<file path="config.mk">
export PLATFORM = sky130hd
export DESIGN_NAME = tlv_i2c_responder
export DESIGN_NICKNAME = d
export VERILOG_FILES = /design/src/rtl/tlv_i2c_responder_pkg.sv /design/src/rtl/tlv_i2c_responder_line_filter.sv /design/src/rtl/tlv_i2c_responder.sv
export SDC_FILE = /design/constraint.sdc
export NUM_CORES = 1
export LEC_CHECK = 0
export CORE_ASPECT_RATIO = 1.1
export CORE_MARGIN = 5
export CORE_UTILIZATION = 36
export DETAILED_ROUTE_END_ITERATION = 10
export HOLD_SLACK_MARGIN = 0.12
export PLACE_DENSITY = 0.63
export SLEW_MARGIN = 20
export SYNTH_ARGS = -nofsm -noshare
export SYNTH_HDL_FRONTEND = slang
export SYNTH_SLANG_ARGS = --single-unit
</file>
<file path="constraint.sdc">
create_clock -name clk -period 2.7 [get_ports clk]
set_clock_uncertainty 0.1 [all_clocks]
set_input_delay 0.27 -clock clk [delete_from_list [all_inputs] [get_ports clk]]
set_output_delay 0.27 -clock clk [all_outputs]
set_load 0.005 [all_outputs]
</file>
<file path="src/rtl/tlv_i2c_responder_pkg.sv">
// Shared types and constants for the TLV magnetic-sensor I2C responder.
package tlv_i2c_pkg;

  typedef enum logic [2:0] {
    IDLE,
    ADDR,
    ADDR_ACK,
    WR_BYTE,
    WR_ACK,
    RD_BYTE,
    RD_ACK,
    WAIT_STOP
  } state_t;

  localparam int unsigned FRAME_LEN    = 7;
  localparam logic [7:0]  PAD_BYTE     = 8'hFF;
  localparam logic [6:0]  DEFAULT_ADDR = 7'h35;

  localparam logic [2:0] IDX_X_HI  = 3'd0;
  localparam logic [2:0] IDX_Y_HI  = 3'd1;
  localparam logic [2:0] IDX_Z_HI  = 3'd2;
  localparam logic [2:0] IDX_T_HI  = 3'd3;
  localparam logic [2:0] IDX_XY_LO = 3'd4;
  localparam logic [2:0] IDX_Z_LO  = 3'd5;
  localparam logic [2:0] IDX_T_LO  = 3'd6;

  function automatic logic [7:0] frame_byte(input logic [11:0] x, y, z, t,
                                            input logic [1:0] cnt,
                                            input logic [2:0] idx);
    logic [7:0] b;
    case (idx)
      IDX_X_HI:  b = x[11:4];
      IDX_Y_HI:  b = y[11:4];
      IDX_Z_HI:  b = z[11:4];
      IDX_T_HI:  b = {t[11:8], cnt, 2'b00};
      IDX_XY_LO: b = {x[3:0], y[3:0]};
      IDX_Z_LO:  b = {4'b0001, z[3:0]};
      IDX_T_LO:  b = t[7:0];
      default:   b = PAD_BYTE;
    endcase
    return b;
  endfunction

endpackage

</file>
<file path="src/rtl/tlv_i2c_responder_line_filter.sv">
// Two-flop synchronizer plus stability filter for one open-drain bus line.
module i2c_line_filter #(
  parameter int unsigned FILTER_DEPTH = 3
) (
  input  logic clk,
  input  logic reset_n,
  input  logic line_in,
  output logic level,
  output logic rise,
  output logic fall
);

  logic [1:0] sync;
  logic [3:0] cnt;

  // rise/fall are registered alongside level, so they mark the cycle level changes
  always_ff @(posedge clk or negedge reset_n) begin
    if (!reset_n) begin
      sync  <= '1;
      level <= 1'b1;
      cnt   <= '0;
      rise  <= 1'b0;
      fall  <= 1'b0;
    end else begin
      sync <= {sync[0], line_in};
      rise <= 1'b0;
      fall <= 1'b0;
      if (sync[1] == level) begin
        cnt <= '0;
      end else if (cnt == 4'(FILTER_DEPTH - 1)) begin
        level <= sync[1];
        rise  <= sync[1];
        fall  <= ~sync[1];
        cnt   <= '0;
      end else begin
        cnt <= cnt + 4'd1;
      end
    end
  end

endmodule

</file>
<file path="src/rtl/tlv_i2c_responder.sv">
// I2C target emulating a 3D magnetic sensor: 7-byte frame reads, config-byte writes.
module tlv_i2c_responder
  import tlv_i2c_pkg::*;
#(
  parameter logic [6:0]  I2C_ADDRESS    = DEFAULT_ADDR,
  parameter int unsigned FILTER_DEPTH   = 3,
  parameter int unsigned NUM_WRITE_REGS = 4
) (
  input  logic                        clk,
  input  logic                        reset_n,
  input  logic                        scl_in,
  input  logic                        sda_in,
  output logic                        sda_oe,
  input  logic [11:0]                 mag_x,
  input  logic [11:0]                 mag_y,
  input  logic [11:0]                 mag_z,
  input  logic [11:0]                 temperature,
  output logic [8*NUM_WRITE_REGS-1:0] wr_regs,
  output logic                        wr_strobe,
  output logic                        read_done,
  output logic                        busy
);

  localparam int unsigned WPTR_W = $clog2(NUM_WRITE_REGS + 1);

  logic scl_f, scl_rise, scl_fall, sda_f, sda_rise, sda_fall;
  logic fall_d, start_c, stop_c, addr_hit, rw, ack_rise, wr_any, rd_any;
  logic [6:0] shift;
  logic [7:0] byte_in, cur_byte;
  logic [3:0] bit_cnt;
  logic [2:0] rptr;
  logic [WPTR_W-1:0] wptr;
  logic [1:0] frame_cnt, snap_cnt;
  logic [11:0] snap_x, snap_y, snap_z, snap_t;
  state_t state, state_next;

  i2c_line_filter #(.FILTER_DEPTH(FILTER_DEPTH)) u_scl (
    .clk(clk), .reset_n(reset_n), .line_in(scl_in),
    .level(scl_f), .rise(scl_rise), .fall(scl_fall)
  );

  i2c_line_filter #(.FILTER_DEPTH(FILTER_DEPTH)) u_sda (
    .clk(clk), .reset_n(reset_n), .line_in(sda_in),
    .level(sda_f), .rise(sda_rise), .fall(sda_fall)
  );

  assign start_c  = sda_fall & scl_f;
  assign stop_c   = sda_rise & scl_f;
  assign byte_in  = {shift, sda_f};
  assign addr_hit = (shift == I2C_ADDRESS);
  assign cur_byte = frame_byte(snap_x, snap_y, snap_z, snap_t, snap_cnt, rptr);

  always_ff @(posedge clk or negedge reset_n) begin
    if (!reset_n) state <= IDLE;
    else          state <= state_next;
  end

  // fall-driven actions use fall_d so SDA moves one cycle after the SCL fall is seen
  always_comb begin
    state_next = state;
    if (stop_c) begin
      state_next = IDLE;
    end else if (start_c) begin
      state_next = ADDR;
    end else begin
      case (state)
        ADDR:     if (scl_rise && bit_cnt == 4'd7) state_next = addr_hit ? ADDR_ACK : IDLE;
        ADDR_ACK: if (fall_d && ack_rise) state_next = rw ? RD_BYTE : WR_BYTE;
        WR_BYTE:  if (scl_rise && bit_cnt == 4'd7) state_next = WR_ACK;
        WR_ACK:   if (fall_d && ack_rise) state_next = WR_BYTE;
        RD_BYTE:  if (fall_d && bit_cnt == 4'd8) state_next = RD_ACK;
        RD_ACK:   if (scl_rise) state_next = sda_f ? WAIT_STOP : RD_BYTE;
        default:  ;
      endcase
    end
  end

  always_ff @(posedge clk or negedge reset_n) begin
    if (!reset_n) begin
      fall_d    <= 1'b0;
      sda_oe    <= 1'b0;
      wr_regs   <= '0;
      wr_strobe <= 1'b0;
      read_done <= 1'b0;
      busy      <= 1'b0;
      frame_cnt <= '0;
      snap_cnt  <= '0;
      snap_x    <= '0;
      snap_y    <= '0;
      snap_z    <= '0;
      snap_t    <= '0;
      shift     <= '0;
      bit_cnt   <= '0;
      rptr      <= '0;
      wptr      <= '0;
      rw        <= 1'b0;
      ack_rise  <= 1'b0;
      wr_any    <= 1'b0;
      rd_any    <= 1'b0;
    end else begin
      fall_d    <= scl_fall;
      wr_strobe <= 1'b0;
      read_done <= 1'b0;
      if (stop_c || start_c) begin
        wr_strobe <= wr_any;
        read_done <= rd_any;
        if (rd_any) frame_cnt <= frame_cnt + 2'd1;
        wr_any   <= 1'b0;
        rd_any   <= 1'b0;
        sda_oe   <= 1'b0;
        bit_cnt  <= '0;
        ack_rise <= 1'b0;
        wptr     <= '0;
        rptr     <= '0;
        if (stop_c) busy <= 1'b0;
      end else begin
        case (state)
          ADDR: if (scl_rise) begin
            shift   <= byte_in[6:0];
            bit_cnt <= bit_cnt + 4'd1;
            if (bit_cnt == 4'd7) begin
              bit_cnt  <= '0;
              ack_rise <= 1'b0;
              busy     <= addr_hit;
              if (addr_hit) begin
                rw       <= sda_f;
                snap_x   <= mag_x;
                snap_y   <= mag_y;
                snap_z   <= mag_z;
                snap_t   <= temperature;
                snap_cnt <= frame_cnt;
              end
            end
          end
          ADDR_ACK, WR_ACK: begin
            if (scl_rise) ack_rise <= 1'b1;
            if (fall_d) begin
              if (!ack_rise) begin
                sda_oe <= 1'b1;
              end else begin
                ack_rise <= 1'b0;
                bit_cnt  <= '0;
                sda_oe   <= (state == ADDR_ACK && rw) ? ~cur_byte[7] : 1'b0;
              end
            end
          end
          WR_BYTE: if (scl_rise) begin
            shift   <= byte_in[6:0];
            bit_cnt <= bit_cnt + 4'd1;
            if (bit_cnt == 4'd7) begin
              bit_cnt  <= '0;
              ack_rise <= 1'b0;
              wr_any   <= 1'b1;
              for (int unsigned k = 0; k < NUM_WRITE_REGS; k++)
                if (wptr == WPTR_W'(k)) wr_regs[8*k +: 8] <= byte_in;
              if (wptr != WPTR_W'(NUM_WRITE_REGS)) wptr <= wptr + WPTR_W'(1);
            end
          end
          RD_BYTE: begin
            if (scl_rise) begin
              bit_cnt <= bit_cnt + 4'd1;
              if (bit_cnt == 4'd7) rd_any <= 1'b1;
            end
            if (fall_d) begin
              if (bit_cnt == 4'd8) sda_oe <= 1'b0;
              else                 sda_oe <= ~cur_byte[3'd7 - bit_cnt[2:0]];
            end
          end
          RD_ACK: if (scl_rise) begin
            bit_cnt <= '0;
            if (!sda_f && rptr != 3'(FRAME_LEN)) rptr <= rptr + 3'd1;
          end
          default: ;
        endcase
      end
    end
  end

endmodule

</file>
== Word level (Yosys, flattened, before mapping) ==
Index checks and enable logic that the tools add are counted.

* Input bits: 52
* Word-level logic and storage cells: 201
* Flip-flop bits (word level): 131
* Output and inout bits: 36

* Magnitude comparators: 1
* Muxes and demuxes: 71
* Bitwise operators: 9
* Add/sub/neg operators: 7
* Eq/ne operators: 38
* Reduce and logical (&&, ||, !) cells: 41

{| class="wikitable"
|+ Operator list
! operator !! count
|-
| 8-bit case mux with 7 select lines || 1
|-
| 3-bit 2-to-1 mux || 18
|-
| 4-bit 2-to-1 mux || 11
|-
| 1-bit 2-to-1 mux || 34
|-
| 5-bit AND reduction || 5
|-
| 4-bit inequality test (second input constant) || 5
|-
| 3-bit by 2-bit equality test with 1-bit output (second input constant) || 6
|-
| 3-bit equality test (second input constant) || 6
|-
| 3-bit case mux with 6 select lines || 1
|-
| 3-bit AND reduction || 6
|-
| 4-bit case mux with 4 select lines || 1
|-
| 2-bit nonzero test || 8
|-
| 3-bit inequality test (second input constant) || 5
|-
| 4-bit by 1-bit adder with 4-bit output (second input constant) || 3
|-
| 3-bit by 1-bit equality test with 1-bit output (second input constant) || 3
|-
| 4-bit by 2-bit equality test with 1-bit output (second input constant) || 2
|-
| 4-bit AND reduction || 2
|-
| 8-bit nonzero test || 1
|-
| 7-bit by 6-bit equality test with 1-bit output (second input constant) || 1
|-
| 1-bit inverter || 7
|-
| 7-bit AND reduction || 1
|-
| 3-bit by 1-bit adder with 3-bit output (second input constant) || 2
|-
| 3-bit logical NOT || 2
|-
| 3-bit by 1-bit inequality test with 1-bit output (second input constant) || 2
|-
| 21 further kinds || 34
|}

== Longest topological paths before layout ==
* Depth in word-level cells: 9
* Mapped depth: 9
* Mapped depth without buffers: 8

== Hierarchy ==
From an unflattened synthesis, not the netlist that was laid out.

* Cells, all modules: 461
* Area, all modules: 6075.8 um^2

{| class="wikitable"
|+ By module, submodules not included
! module !! cells an instance !! sequential area each (um^2) !! area an instance (um^2) !! instances
|-
| tlv_i2c_responder || 409 || 2827.7 || 5377.7 || 1
|-
| i2c_line_filter || 26 || 229.0 || 349.1 || 2
|}

== Least setup slack after synthesis ==
Ideal clock, no wire load.

* Path kind: register to register
* Start: reg rptr[2]
* End: reg sda_oe
* Path buffers: 1
* Arrival: 2.024 ns
* Setup time: 0.128 ns
* Required time: 2.472 ns
* Cell stages (with the launch flop): 9
* Path slack: 0.449 ns
* Clock period less this slack: 2.251 ns
* Cell sequence: dfrtp_1 clkbuf_1 inv_1 ha_1 or4_1 nand4_1 a32oi_1 o31ai_1 a21oi_1

* Cells in the longest elaborated chain, start to end: 9
* Elaborated cells between the ends (all ways): 19
* Classes of those cells: eq/ne (6); mux (10); bitwise (2); reduce/logical (1)

{| class="wikitable"
|+ RTL lines
! element !! line !! source
|-
| start, declared || tlv_i2c_responder.sv:31 || <nowiki>logic [2:0] rptr;</nowiki>
|-
| start signal, assigned || tlv_i2c_responder.sv:171 || <nowiki>if (!sda_f && rptr != 3'(FRAME_LEN)) rptr <= rptr + 3'd1;</nowiki>
|-
| 3-bit equality test, or another cell as far along || tlv_i2c_responder_pkg.sv:31 || <nowiki>case (idx)</nowiki>
|-
| 8-bit case mux with 7 select lines (*) || tlv_i2c_responder_pkg.sv:31 ||
|-
| 1-bit binary-select mux with 3-bit select || tlv_i2c_responder.sv:166 || <nowiki>else sda_oe <= ~cur_byte[3'd7 - bit_cnt[2:0]];</nowiki>
|-
| 1-bit 2-to-1 mux (not written as such) || tlv_i2c_responder.sv:166 ||
|-
| 1-bit inverter || tlv_i2c_responder.sv:166 ||
|-
| 1-bit 2-to-1 mux || tlv_i2c_responder.sv:165 || <nowiki>if (bit_cnt == 4'd8) sda_oe <= 1'b0;</nowiki>
|-
| 1-bit 2-to-1 mux || tlv_i2c_responder.sv:164 || <nowiki>if (fall_d) begin</nowiki>
|-
| 1-bit case mux with 2 select lines (*) || tlv_i2c_responder.sv:117 || <nowiki>case (state)</nowiki>
|-
| 1-bit 2-to-1 mux (*) || tlv_i2c_responder.sv:104 || <nowiki>if (stop_c || start_c) begin</nowiki>
|-
| end signal, assigned || tlv_i2c_responder.sv:143 || <nowiki>sda_oe <= (state == ADDR_ACK && rw) ? ~cur_byte[7] : 1'b0;</nowiki>
|-
| end signal, assigned || tlv_i2c_responder.sv:166 ||
|-
| end, declared || tlv_i2c_responder.sv:13 || <nowiki>output logic sda_oe,</nowiki>
|}

Mark *: on every way between the ends. The rest lies on a longest branch, timed or not. The select of a mux whose other input is x is not followed.
A chain may end at the register's enable or synchronous reset.

== Worst setup path after layout ==
* Start: reg bit_cnt[1]
* End: reg snap_t[7]

* Cells in the longest elaborated chain, start to end: 2

{| class="wikitable"
|+ RTL lines
! element !! line !! source
|-
| start, declared || tlv_i2c_responder.sv:30 || <nowiki>logic [3:0] bit_cnt;</nowiki>
|-
| start signal, assigned || tlv_i2c_responder.sv:120 || <nowiki>bit_cnt <= bit_cnt + 4'd1;</nowiki>
|-
| start signal, assigned || tlv_i2c_responder.sv:149 || <nowiki>bit_cnt <= bit_cnt + 4'd1;</nowiki>
|-
| start signal, assigned || tlv_i2c_responder.sv:161 || <nowiki>bit_cnt <= bit_cnt + 4'd1;</nowiki>
|-
| 4-bit by 3-bit equality test with 1-bit output || tlv_i2c_responder.sv:121 || <nowiki>if (bit_cnt == 4'd7) begin</nowiki>
|-
| 5-bit AND reduction (no source line) || -- ||
|-
| end signal, assigned || tlv_i2c_responder.sv:130 || <nowiki>snap_t <= temperature;</nowiki>
|-
| end, declared || tlv_i2c_responder.sv:34 || <nowiki>logic [11:0] snap_x, snap_y, snap_z, snap_t;</nowiki>
|}

Every way passes these cells.

==> summary.md <==
| Metric | Value |
|---|---|
| Most frequent cell after synthesis | dfrtp_1 |
| CTS tree | done |
| GP Congestion | 0.821 |
| Post-synthesis async set-or-reset flop share | 100% |
| Leakage | 3.68 nW |
| Worst setup EP type | register |
| Outcome | finished, final reports clean |
| Synthesized flop and latch total | 131 |
| Top sig layer | met4 |
| Maximum clock insertion buffer count | 2 |
| Max-cap violations | 0 |
| Top_reg_cell synth | dfrtp_1 |
| Antenna viol nets, final | 0 |
| Pwr dens | 698 nW/um^2 |
| CTS Root Cell | clkbuf_16 |
| Max Slew Vio Count | 0 |
| Worst-Skew Late Latency | 0.42 ns |
| Peak Freq | 0.413 GHz |
| Met2 wire len | 6.28 mm |
| Top delay family on crit path | simple AND/OR/NAND/NOR gates |
| Die Y | 147 um |
| GRT overflow | 0 |
| Area Growth Syn to Fin | 27.8% |
| Antenna diodes | 0 |
| RSZ-0062 raised after global routing | false |
| Slowest cell on crit path | dfrtp_1 |
| Top Ports | 88 |
| Required time worst endpoint | 2.90 ns |
| PortBufs | 87 |
| Fin crit period | 2.42 ns |
| Min-Delay Path Class | in -> reg |
| Max IR drop VDD | 0.489 mV |
| Nets | 632 |
| Metal3 WL | 807 um |
| Cell row count | 50 |
| Register area share after synthesis | 53.4% |
| Die width | 135 um |
| Vias/cell | 5.07 |
| Tcrit/Tclk final | 89.8% |
| Setup TNS | 0 ns |
| Startpoint types | register |
| Ys Warns | 0 |
| Critical path type | reg -> reg |
| Initial Utilization | 36.4% |
| First-pass GRT wire length | 23.0 mm |
| Yosys top cell area share | 50.8% |
| Share of cells above drive strength 1 | 29.0% |
| Pin count of the biggest net entering global routing | 52 |
| Syn Std Cell Area | 6150 um^2 |
| DR WL/cell | 17.5 um |
| WL final | 13.8 mm |
| Num CTS Buffers | 17 |
| Met1 WL | 6.43 mm |
| Syn_area_per_cell | 13.2 um^2 |
| WP buf/inv | 1 |
| Die Area | 19800 um^2 |
| Clk sink count | 131 |
| Max FO, Critical Path | 42 |
| Post-DP HPWL | 9.45 mm |
| Post-synth top area cell | dfrtp_1 |
| Slew headroom | 63.6% |
| Clk pin slew, worst setup/hold paths | 0.06 ns |
| Vias | 3977 |
| Syn Nets | 534 |
| Setup violators final | 0 |
| Largest cells by area after synthesis | dfrtp_1 51%, mux2_4 12%, mux2_2 10% |
| DRT Pass-1 Iters | 4 |
| Vias in the first global route | 4390 |
| Total Routing Usage GR | 14.7% |
| Netlist cell types | 53 |
| CP Cell Sequence | ha_1 -> and4b_1 -> nand2_1 -> nor2_1 -> nand2b_4 -> buf_12 -> mux2_4 |
| Worst-Margin Slew | 0.541 ns |
| Final Hold Fails | 0 |
| DR iter-0 viols | 220 |
| DRC | 0 |
| Crit path DAT | 2.62 ns |
| Top cells by count, synth | 125 x dfrtp_1, 57 x mux2_2, 50 x mux2_4, 28 x nor2_1, 23 x nand2_1 |
| H-tree Lvls | 4 |
| Pre-CTS WS | 0.307 ns |
| Core box area | 16900 um^2 |
| Number of enable flip-flop cells after synthesis | 0 |
| Post-CTS Setup Inserts | 0 |
| Synth Instances | 465 |
| Antenna violations before repair | 0 |
| Slowest stage delay, CP | 0.44 ns |
| PnR worst setup slack | 0.277 ns |
[timing repair]
item / in CTS / in global routing
hold buffers: 1 / 0
gates resized for setup: 0 / 0
hold endpoints to repair: 35 / 0
[cells by family (layout without fill, tap and decap cells)]
| group | Yosys count | in the layout | synth area share [%] |
|---|---|---|---|
| adder cells (fa/ha/maj) | 17 | 17 | 3.46 |
| XOR/XNOR | 10 | 10 | 1.42 |
| flip-flops | 131 | 131 | 53.4 |
| multiplexers | 110 | 110 | 23.1 |
| AO/OA/AOI/OAI | 59 | 59 | 6.65 |
| AND/OR/NAND/NOR | 101 | 101 | 8.87 |
| buffers and inverters | 37 | 148 | 3.07 |
[cells in the final DEF (no fill, tap or decap), drive strengths merged, types with 3 or more instances in the layout]
cell,count
a31oi,6
buf,14
nand3,11
dfrtp,125
xor2,5
a21oi,13
a22oi,7
ha,17
a221oi,3
dfstp,6
nor3,3
nor3b,4
nor2b,4
and2,3
xnor2,5
o21ai,9
and3,4
clkdlybuf4s50,86
clkbuf,20
nand3b,3
a32oi,4
nand4,6
nor2,28
mux2i,3
clkinvlp,5
mux2,107
inv,20
nand2,26
[registers in the layout, indices dropped and copies added (netlist names), 2 cells and up]
register	cells
bit_cnt	4
frame_cnt	2
rptr	3
shift	7
snap_cnt	2
snap_t	12
snap_x	12
snap_y	12
snap_z	12
state	3
u_scl.cnt	4
u_scl.sync	2
u_sda.cnt	4
u_sda.sync	2
wptr	3
wr_regs	32
[power by group]
group          internal (mW)  switching (mW)
clock                   1.33           0.911
sequential              2.13           0.227
combinational          0.436           0.454
total                   3.90            1.59
[worst paths after layout]
| path | cells after the start | start | end | slack (ns) |
|---|---|---|---|---|
| min in group asynchronous | 2 | reset_n | snap_z[2]$_DFFE_PN0P_ | 0.27 |
| hold reg to reg | 0 | u_scl.sync[0]$_DFF_PN1_ | u_scl.sync[1]$_DFF_PN1_ | 0.26 |
| setup reg to reg | 7 | bit_cnt[1]$_DFFE_PN0P_ | snap_t[7]$_DFFE_PN0P_ | 0.28 |
| setup / recovery | 7 | bit_cnt[1]$_DFFE_PN0P_ | snap_t[7]$_DFFE_PN0P_ | 0.28 |
| hold / removal | 1 | sda_in | u_sda.sync[0]$_DFF_PN1_ | 0.15 |
| max in group asynchronous | 3 | reset_n | u_sda.level$_DFFE_PN1P_ | 1.43 |
[through the flow]
step / std cells / hold slack (ns) / instance area (um^2) / total power [mW] / utilization, %
6_report: 784 / 0.154 / 7860 / 5.49 / 46.5
2_1_floorplan: 465 / -0.126 / 6150 / 2.91 / -
3_5_place_dp: 751 / 0.177 / 7270 / 3.28 / 43.0
3_3_place_gp: 751 / 0.171 / 7270 / 3.23 / 43.0
5_1_grt: 784 / 0.137 / 7860 / 5.78 / 46.5
4_1_cts: 784 / 0.140 / 7860 / 5.55 / 46.5
[routing by layer]
layer  up-vias  GRT usage [%]
li1       1859              -
met1      1991           19.3
met2       109           22.5
met3        18           5.45
met4         0           4.74
met5         -              0
[area by class of cell]
| type | instances | area (um^2) |
|---|---|---|
| Multi-Input combinational cell | 297 | 2680 |
| Fill cell | 1479 | 9030 |
| Clock buffer | 20 | 457 |
| Tap cell | 208 | 260 |
| Inverter | 15 | 56.3 |
| Clock inverter | 12 | 123 |
| Timing Repair Buffer | 101 | 1000 |
| Sequential cell | 131 | 3290 |
No activity file was read; power rests on OpenSTA's default activity.
